### src/rtl/sum_split_rx.sv
// sum_split_rx: recovers the outer operands of a pair-sum stream.
//
// A sender first transmits the shared middle operand in1 (ref_data), then later the
// two sums sum0 = in0 + in1 and sum1 = in1 + in2. References are queued in a small
// FIFO. Each sum beat pops one reference and yields out0 = in0 and out1 = in2.
//
// Parameters:
//   DATA_W : width of all data ports
//   DEPTH  : reference FIFO depth (power of two, 2..16)
//
// Ports:
//   clk, rst_n        : rising-edge clock, asynchronous active-low reset
//   ref_vld/ref_data  : reference (in1) push; ref_rdy is !full
//   sum_vld/sum0/sum1 : sum beat; pops the FIFO head when non-empty
//   out_vld/out0/out1 : registered recovered pair, one-cycle pulse per pop
//   err_ovf/err_unf   : sticky overflow / underflow flags
//
// Build option: define SUM_SPLIT_ERR_EN to implement the sticky error flags.
// Without it both flags are tied to 0 and no error flops exist.

module sum_split_rx #(
    parameter int unsigned DATA_W = 8,
    parameter int unsigned DEPTH  = 4
) (
    input  logic              clk,
    input  logic              rst_n,
    input  logic              ref_vld,
    input  logic [DATA_W-1:0] ref_data,
    output logic              ref_rdy,
    input  logic              sum_vld,
    input  logic [DATA_W-1:0] sum0,
    input  logic [DATA_W-1:0] sum1,
    output logic              out_vld,
    output logic [DATA_W-1:0] out0,
    output logic [DATA_W-1:0] out1,
    output logic              err_ovf,
    output logic              err_unf
);

    localparam int unsigned PTR_W = (DEPTH > 1) ? $clog2(DEPTH) : 1;
    localparam int unsigned CNT_W = $clog2(DEPTH + 1);

    logic [DATA_W-1:0] mem [DEPTH];
    logic [PTR_W-1:0]  wr_ptr_q;
    logic [PTR_W-1:0]  rd_ptr_q;
    logic [CNT_W-1:0]  count_q;

    logic full;
    logic empty;
    logic push;
    logic pop;
    logic [DATA_W-1:0] head;

    assign full    = (count_q == CNT_W'(DEPTH));
    assign empty   = (count_q == '0);
    assign ref_rdy = !full;
    // Full blocks pushes even with a same-cycle pop; empty blocks pops even with a
    // same-cycle push, so there is no push-through or bypass path.
    assign push    = ref_vld && !full;
    assign pop     = sum_vld && !empty;
    assign head    = mem[rd_ptr_q];

    // Storage is not reset; only pointers and count are.
    always_ff @(posedge clk) begin
        if (push) begin
            mem[wr_ptr_q] <= ref_data;
        end
    end

    // Pointers wrap naturally since DEPTH is a power of two.
    always_ff @(posedge clk or negedge rst_n) begin
        if (!rst_n) begin
            wr_ptr_q <= '0;
            rd_ptr_q <= '0;
            count_q  <= '0;
        end else begin
            if (push) begin
                wr_ptr_q <= wr_ptr_q + PTR_W'(1);
            end
            if (pop) begin
                rd_ptr_q <= rd_ptr_q + PTR_W'(1);
            end
            case ({push, pop})
                2'b10:   count_q <= count_q + CNT_W'(1);
                2'b01:   count_q <= count_q - CNT_W'(1);
                default: count_q <= count_q;
            endcase
        end
    end

    // Outputs update only on a pop and hold otherwise; differences wrap mod 2^DATA_W.
    always_ff @(posedge clk or negedge rst_n) begin
        if (!rst_n) begin
            out_vld <= 1'b0;
            out0    <= '0;
            out1    <= '0;
        end else begin
            out_vld <= pop;
            if (pop) begin
                out0 <= sum0 - head;
                out1 <= sum1 - head;
            end
        end
    end

`ifdef SUM_SPLIT_ERR_EN
    always_ff @(posedge clk or negedge rst_n) begin
        if (!rst_n) begin
            err_ovf <= 1'b0;
            err_unf <= 1'b0;
        end else begin
            if (ref_vld && full) begin
                err_ovf <= 1'b1;
            end
            if (sum_vld && empty) begin
                err_unf <= 1'b1;
            end
        end
    end
`else
    assign err_ovf = 1'b0;
    assign err_unf = 1'b0;
`endif

endmodule

### config.mk
export PLATFORM = sky130hd
export DESIGN_NAME = sum_split_rx
export DESIGN_NICKNAME = d
export VERILOG_FILES = /design/src/rtl/sum_split_rx.sv
export SDC_FILE = /design/constraint.sdc
export NUM_CORES = 1
export LEC_CHECK = 0
export ABC_AREA = 0
export CELL_PAD_IN_SITES_DETAIL_PLACEMENT = 1
export CELL_PAD_IN_SITES_GLOBAL_PLACEMENT = 2
export CORE_MARGIN = 1.5
export CORE_UTILIZATION = 30
export DETAILED_ROUTE_END_ITERATION = 12
export MAX_ROUTING_LAYER = met4
export PLACE_DENSITY = 0.76
export SYNTH_ARGS = -nofsm -noshare
export SYNTH_HDL_FRONTEND = slang
export SYNTH_SLANG_ARGS = --single-unit
### constraint.sdc
create_clock -name clk -period 5.1 [get_ports clk]
set_input_delay 0.765 -clock clk [delete_from_list [all_inputs] [get_ports clk]]
set_output_delay 0.765 -clock clk [all_outputs]
set_load 0.02 [all_outputs]
==> Yosys cells after proc, flatten, opt, wreduce, memory -nomap -nowiden <==
Memory sizes are Yosys's and may differ from the RTL's.
Cells that the tools add are included.
{ "word_totals": {"in_bits": 28, "word_cells": 25, "ff_bits": 24, "mem_count": 1, "mem_bits_rw": 32, "output_inout_bits": 20} }
{ "op_classes": {"reduce_logical": 6, "mux": 3, "eq_ne": 3, "add_sub_neg": 6} }
{ "mem_list": {"columns": ["memory", "depth", "width", "rd", "rd_clocked_by_memory_dff", "write_ports", "line_no", "text"], "rows": [
  ["mem", 4, 8, 1, 0, 1, "43", "logic [DATA_W-1:0] mem [DEPTH];"]
]} }
{ "ops": {"columns": ["cell", "n"], "rows": [
  ["subtractor 8 bit", 2],
  ["case mux 3 bit (2 select lines)", 1],
  ["adder 2 x 1 -> 2 bit (second input constant)", 2],
  ["adder 3 x 1 -> 3 bit (second input constant)", 1],
  ["== test 3 bit (second input constant)", 1],
  ["logical NOT 3 bit", 1],
  ["subtractor 3 x 1 -> 3 bit (second input constant)", 1],
  ["== test 2 x 1 -> 1 bit (second input constant)", 1],
  ["== test 2 bit (second input constant)", 1],
  ["logical AND 1 bit", 2],
  ["logical NOT 1 bit", 2],
  ["two-way mux 1 bit", 2],
  ["nonzero test 2 bit", 1]
]} }

==> Longest topological paths before layout <==
{ "depth": {"word_depth": 5, "ltp_mapped": 10, "depth_no_buf": 10} }

==> Least setup slack after synthesis <==
Ideal clock, no wire load.
{ "synth_path": {"kind": "reg2reg", "start": "register rd_ptr_q[0]", "end": "register out0[4]", "setup_ns": 0.125, "stages_incl_launch_ff": 10, "setup_slack_ns": 2.822, "arrival_ns": 2.154, "period_less_slack_ns": 2.278, "required_time_ns": 4.975, "path_buffers": 1, "path_cell_list": "dfrtp_1 > buf_6 > mux4_1 > ha_1 > inv_1 > fa_1 > a21o_1 > a21o_1 > xor2_1 > mux2_2"} }
{ "synth_between": {"elab_chain_cells": 2} }
{ "synth_rtl": {"columns": ["item", "line_no", "text"], "rows": [
  ["start: declaration", "45", "logic [PTR_W-1:0] rd_ptr_q;"],
  ["start signal: assignment", "81", "rd_ptr_q <= rd_ptr_q + PTR_W'(1);"],
  ["memory read (4 x 8 bit)", null, null],
  ["subtractor 8 bit", "100", "out0 <= sum0 - head;"],
  ["end signal: assignment", "100", null],
  ["end: declaration", "34", "output logic [DATA_W-1:0] out0,"]
]} }
Every way passes these cells.
A chain may end at the register's enable or synchronous reset.

==> Worst setup path after layout <==
{ "layout_path": {"start": "register count_q[2]", "end": "register count_q[2]"} }
{ "layout_between": {"elab_chain_cells": 5, "elab_cells_between_ends": 12, "classes_between": "add/sub (2); eq/ne (3); mux (1); reduce/logical (6)"} }
{ "layout_rtl": {"columns": ["item", "line_no", "text"], "rows": [
  ["start: declaration", "46", "logic [CNT_W-1:0] count_q;"],
  ["start signal: assignment", "84", "2'b10: count_q <= count_q + CNT_W'(1);"],
  ["start signal: assignment", "85", "2'b01: count_q <= count_q - CNT_W'(1);"],
  ["start signal: assignment", "86", "default: count_q <= count_q;"],
  ["logical NOT 3 bit *", "55", "assign empty = (count_q == '0);"],
  ["logical NOT 1 bit *", "60", "assign pop = sum_vld && !empty;"],
  ["logical AND 1 bit *", "60", null],
  ["via pop", "51", "logic pop;"],
  ["== test 2 x 1 -> 1 bit or == test 2 bit (tied branches)", "83", "case ({push, pop})"],
  ["case mux 3 bit (2 select lines) or nonzero test 2 bit (tied branches)", null, null]
]} }
The timed path passes the listed nets; every way through them passes the cells marked *.

==> results.py <==
metrics = {
    "floorplan": {
        "io_pins": 48,
        "row_count": 35,
        "start_util_pct": 31.0,
        "die_x_um": 101,
        "die-area_mm2": 0.0102,
        "fp.dieH_um": 101,
        "core_area_mm2": 0.00928,
    },
    "route": {
        "viasPerCell": 4.62,
        "drtIter0Drc": 50,
        "wl_per_cell_um": 16.0,
        "routed_wl_mm": 6.20,
        "route.detailed.drc": 0,
        "first_pass_iters": 4,
        "num_vias": 1791,
        "ant_nets": 0,
    },
    "min_path": {
        "hold_class": "reg2reg",
    },
    "grt": {
        "antenna_found_initial": 0,
        "grt_max_degree": 33,
        "overflow": 0,
        "grt_use_total_pct": 13.3,
        "grt_pass1_wl_mm": 9.83,
        "grt_pass1_vias": 1987,
    },
    "layout": {
        "fillers": 1004,
        "fin_nets": 308,
        "area_growth_pct": 23.2,
        "stdcell_count": 388,
        "drive_gt1_share_pct": 7.34,
        "diodes": 0,
    },
    "sta": {
        "min_period_over_period_pct": 62.7,
        "holdWs_ns": 0.491,
        "setup_violations": 0,
        "rsz0062_at_grt": "no",
        "max_clock_freq_ghz": 0.313,
        "tns_ns": 0,
        "period_minus_slack_ns": 3.20,
        "worstMarginPinSlew_ns": 1.19,
        "clock_skew_ns": 0.00754,
        "maxSlewHeadroom_pct": 20.4,
        "drv_slew": 0,
        "hold_viol": 0,
    },
    "logic_synthesis": {
        "synth-edff-count": 32,
        "synthXorXnorAreaFrac_pct": 4.26,
        "synth.area.top_cells": "edfxtp_1 (33%), dfrtp_1 (21%), ha_1 (8.3%)",
        "yosys.area_share.simple_pct": 9.31,
        "synth_top_family_by_area": "adder cells",
        "synthTopCellsByCount": "edfxtp_1 (32), dfrtp_1 (24), ha_1 (19)",
        "synth_area_mm2": 0.00288,
        "synth_adder_area_share_pct": 10.4,
        "synthArstFlopShare_pct": 42.9,
        "synth-seq-cells": 56,
        "synth_cell_types": 39,
        "synth_most_common_cell": "edfxtp_1",
        "yosysSeqAreaShare_pct": 54.3,
        "synth_ff_type": "edfxtp_1",
        "synth_top_area_share_pct": 33.4,
        "yosys.area.top_type": "edfxtp_1",
        "syn_area_per_cell_um2": 13.6,
        "synth-compound-area-share_pct": 9.22,
        "muxShareOfSynthArea_pct": 8.31,
        "postSynthCellCount": 211,
        "yosysWarnings": 0,
    },
    "pwr": {
        "p_per_area_mw_per_mm2": 594,
        "p_leak_uw": 0.00142,
        "vdd_drop_max_v": 0.000156,
    },
    "setup_path": {
        "cpPeakStageDelay_ns": 1.00,
        "end_kind": "flip-flop",
        "crit_path_start_kind": "flip-flop",
        "worst-setup-path-type": "reg2reg",
        "critPathRequiredTime_ns": 5.31,
        "cp_slowest_cell": "o31ai_4",
        "crit_buf_inv": 2,
        "worstPathArrival_ns": 3.40,
        "cp_top_family": "compound AO/OA/AOI/OAI gates",
        "path_cells": "o31ai_4 > clkinv_1 > ha_1 > inv_1 > fa_1 > xor2_1 > nor2_1 > xor2_1",
        "worst_path_most_repeated_cell": "xor2_1",
        "cp_max_fo": 32,
    },
    "clock_tree": {
        "cts.sinks": 56,
        "cts.clk_slew.worst_paths_ns": 0.11,
        "cts_setup_buffers": 0,
        "root_buffer": "clkbuf_8",
        "cts_resized": 0,
        "clk_latency_ns": 0.32,
        "cts_tree": "yes",
        "cts_max_level": 2,
        "cts_buffer_depth": 2,
        "cts-hold-fix-buffers": 0,
        "cts_buffers": 5,
    },
    "placement": {
        "dp_hpwl_mm": 4.60,
        "gp_congestion": 0.721,
        "io_buffers": 45,
        "place_inst": 380,
    },
    "status": {
        "status": "completed",
    },
    "run": {
        "cap_violations": 0,
    },
}
[area by class of cell]
cell class | instances | area [um2] | share of cell area, %
Clock buffer | 5 | 68.8 | 1.94
Clock inverter | 3 | 21.3 | 0.600
Inverter | 17 | 63.8 | 1.80
Multi-Input combinational cell | 132 | 1210 | 34.1
Sequential cell | 56 | 1560 | 44.1
Tap cell | 129 | 161 | 4.56
Timing Repair Buffer | 46 | 458 | 12.9
[flip-flops by register name (all words and copies together) (netlist names)]
name / count
rd_ptr_q: 2
out0: 8
out_vld: 1
mem: 32
out1: 8
wr_ptr_q: 2
count_q: 3
[cells by family (layout without fill, tap and decap cells)]
group           after synthesis  after routing
other cells                   1              2
compound gates               38             38
xor+xnor                     14             14
mux                          11             11
fa+ha+maj                    22             22
buf+inv                      24             71
flops                        56             56
simple gates                 45             45
[worst reg2reg max path: cells and delay by family, from the launching register on]
kind	cells	cell delay (ns)
adder cells (fa/ha/maj)	2	0.58
XOR/XNOR	2	0.30
buffers and inverters	2	0.70
flip-flops	1	0.45
AO/OA/AOI/OAI	1	1.00
AND/OR/NAND/NOR	1	0.07
[report_power, final]
group          switching, uW  internal [uW]
clock network            158           98.1
registers                107            636
logic                    569            536
total                    834           1270
[worst paths after layout]
kind / start / slack [ns] / end / cells past startpoint
setup / recovery: count_q[2] / 1.90 / count_q[2] / 8
hold / removal: out0[1] / 0.49 / out0[1] / 2
setup reg to reg: count_q[2] / 1.90 / count_q[2] / 8
hold reg to reg: out0[1] / 0.49 / out0[1] / 2
max in group asynchronous: rst_n / 4.03 / out1[6] / 2
min in group asynchronous: rst_n / 0.82 / out0[5] / 2
[routing by layer]
layer	GRT usage, %	routed length, um	up-vias	part of all wire (%)
met5	-	0	-	0
met4	3.53	55	0	0.89
met3	2.64	206	5	3.3
met2	23.4	3110	34	50
met1	15.5	2830	886	46
li1	-	-	866	-
[per-stage QoR]
stage	total power, uW	setup slack (ns)	utilization, %	instance area [um2]
after floorplan	1510	2.82	-	2880
after global placement	1840	1.88	37.2	3450
after detailed placement	1880	1.76	37.2	3450
after CTS	2150	1.83	38.2	3540
after global routing	2280	1.52	38.2	3540
final	2100	1.90	38.2	3540
[cells in the final DEF (no fill, tap or decap), types with 2 or more instances in the layout]
cell and instances:
xnor2_1 9, clkbuf_8 5, and4_4 2, dfrtp_1 24, mux2_2 2, nand3b_1 6
mux4_1 7, fa_1 3, inv_1 16, and3b_1 4, a211oi_1 2, o31ai_2 2
nand2_1 18, ha_1 19, and3_1 4, xor2_1 5, o21ai_0 9, or2_2 2
o31ai_1 2, and2_1 3, conb_1 2, a21oi_1 6, a21boi_0 2, edfxtp_1 32
nor4b_1 2, nor3b_1 2, o2111ai_1 2, clkdlybuf4s50_1 45, a21o_1 6, a31oi_1 2
o211ai_1 2, a211o_1 2
Power figures use the tool's default switching activity.
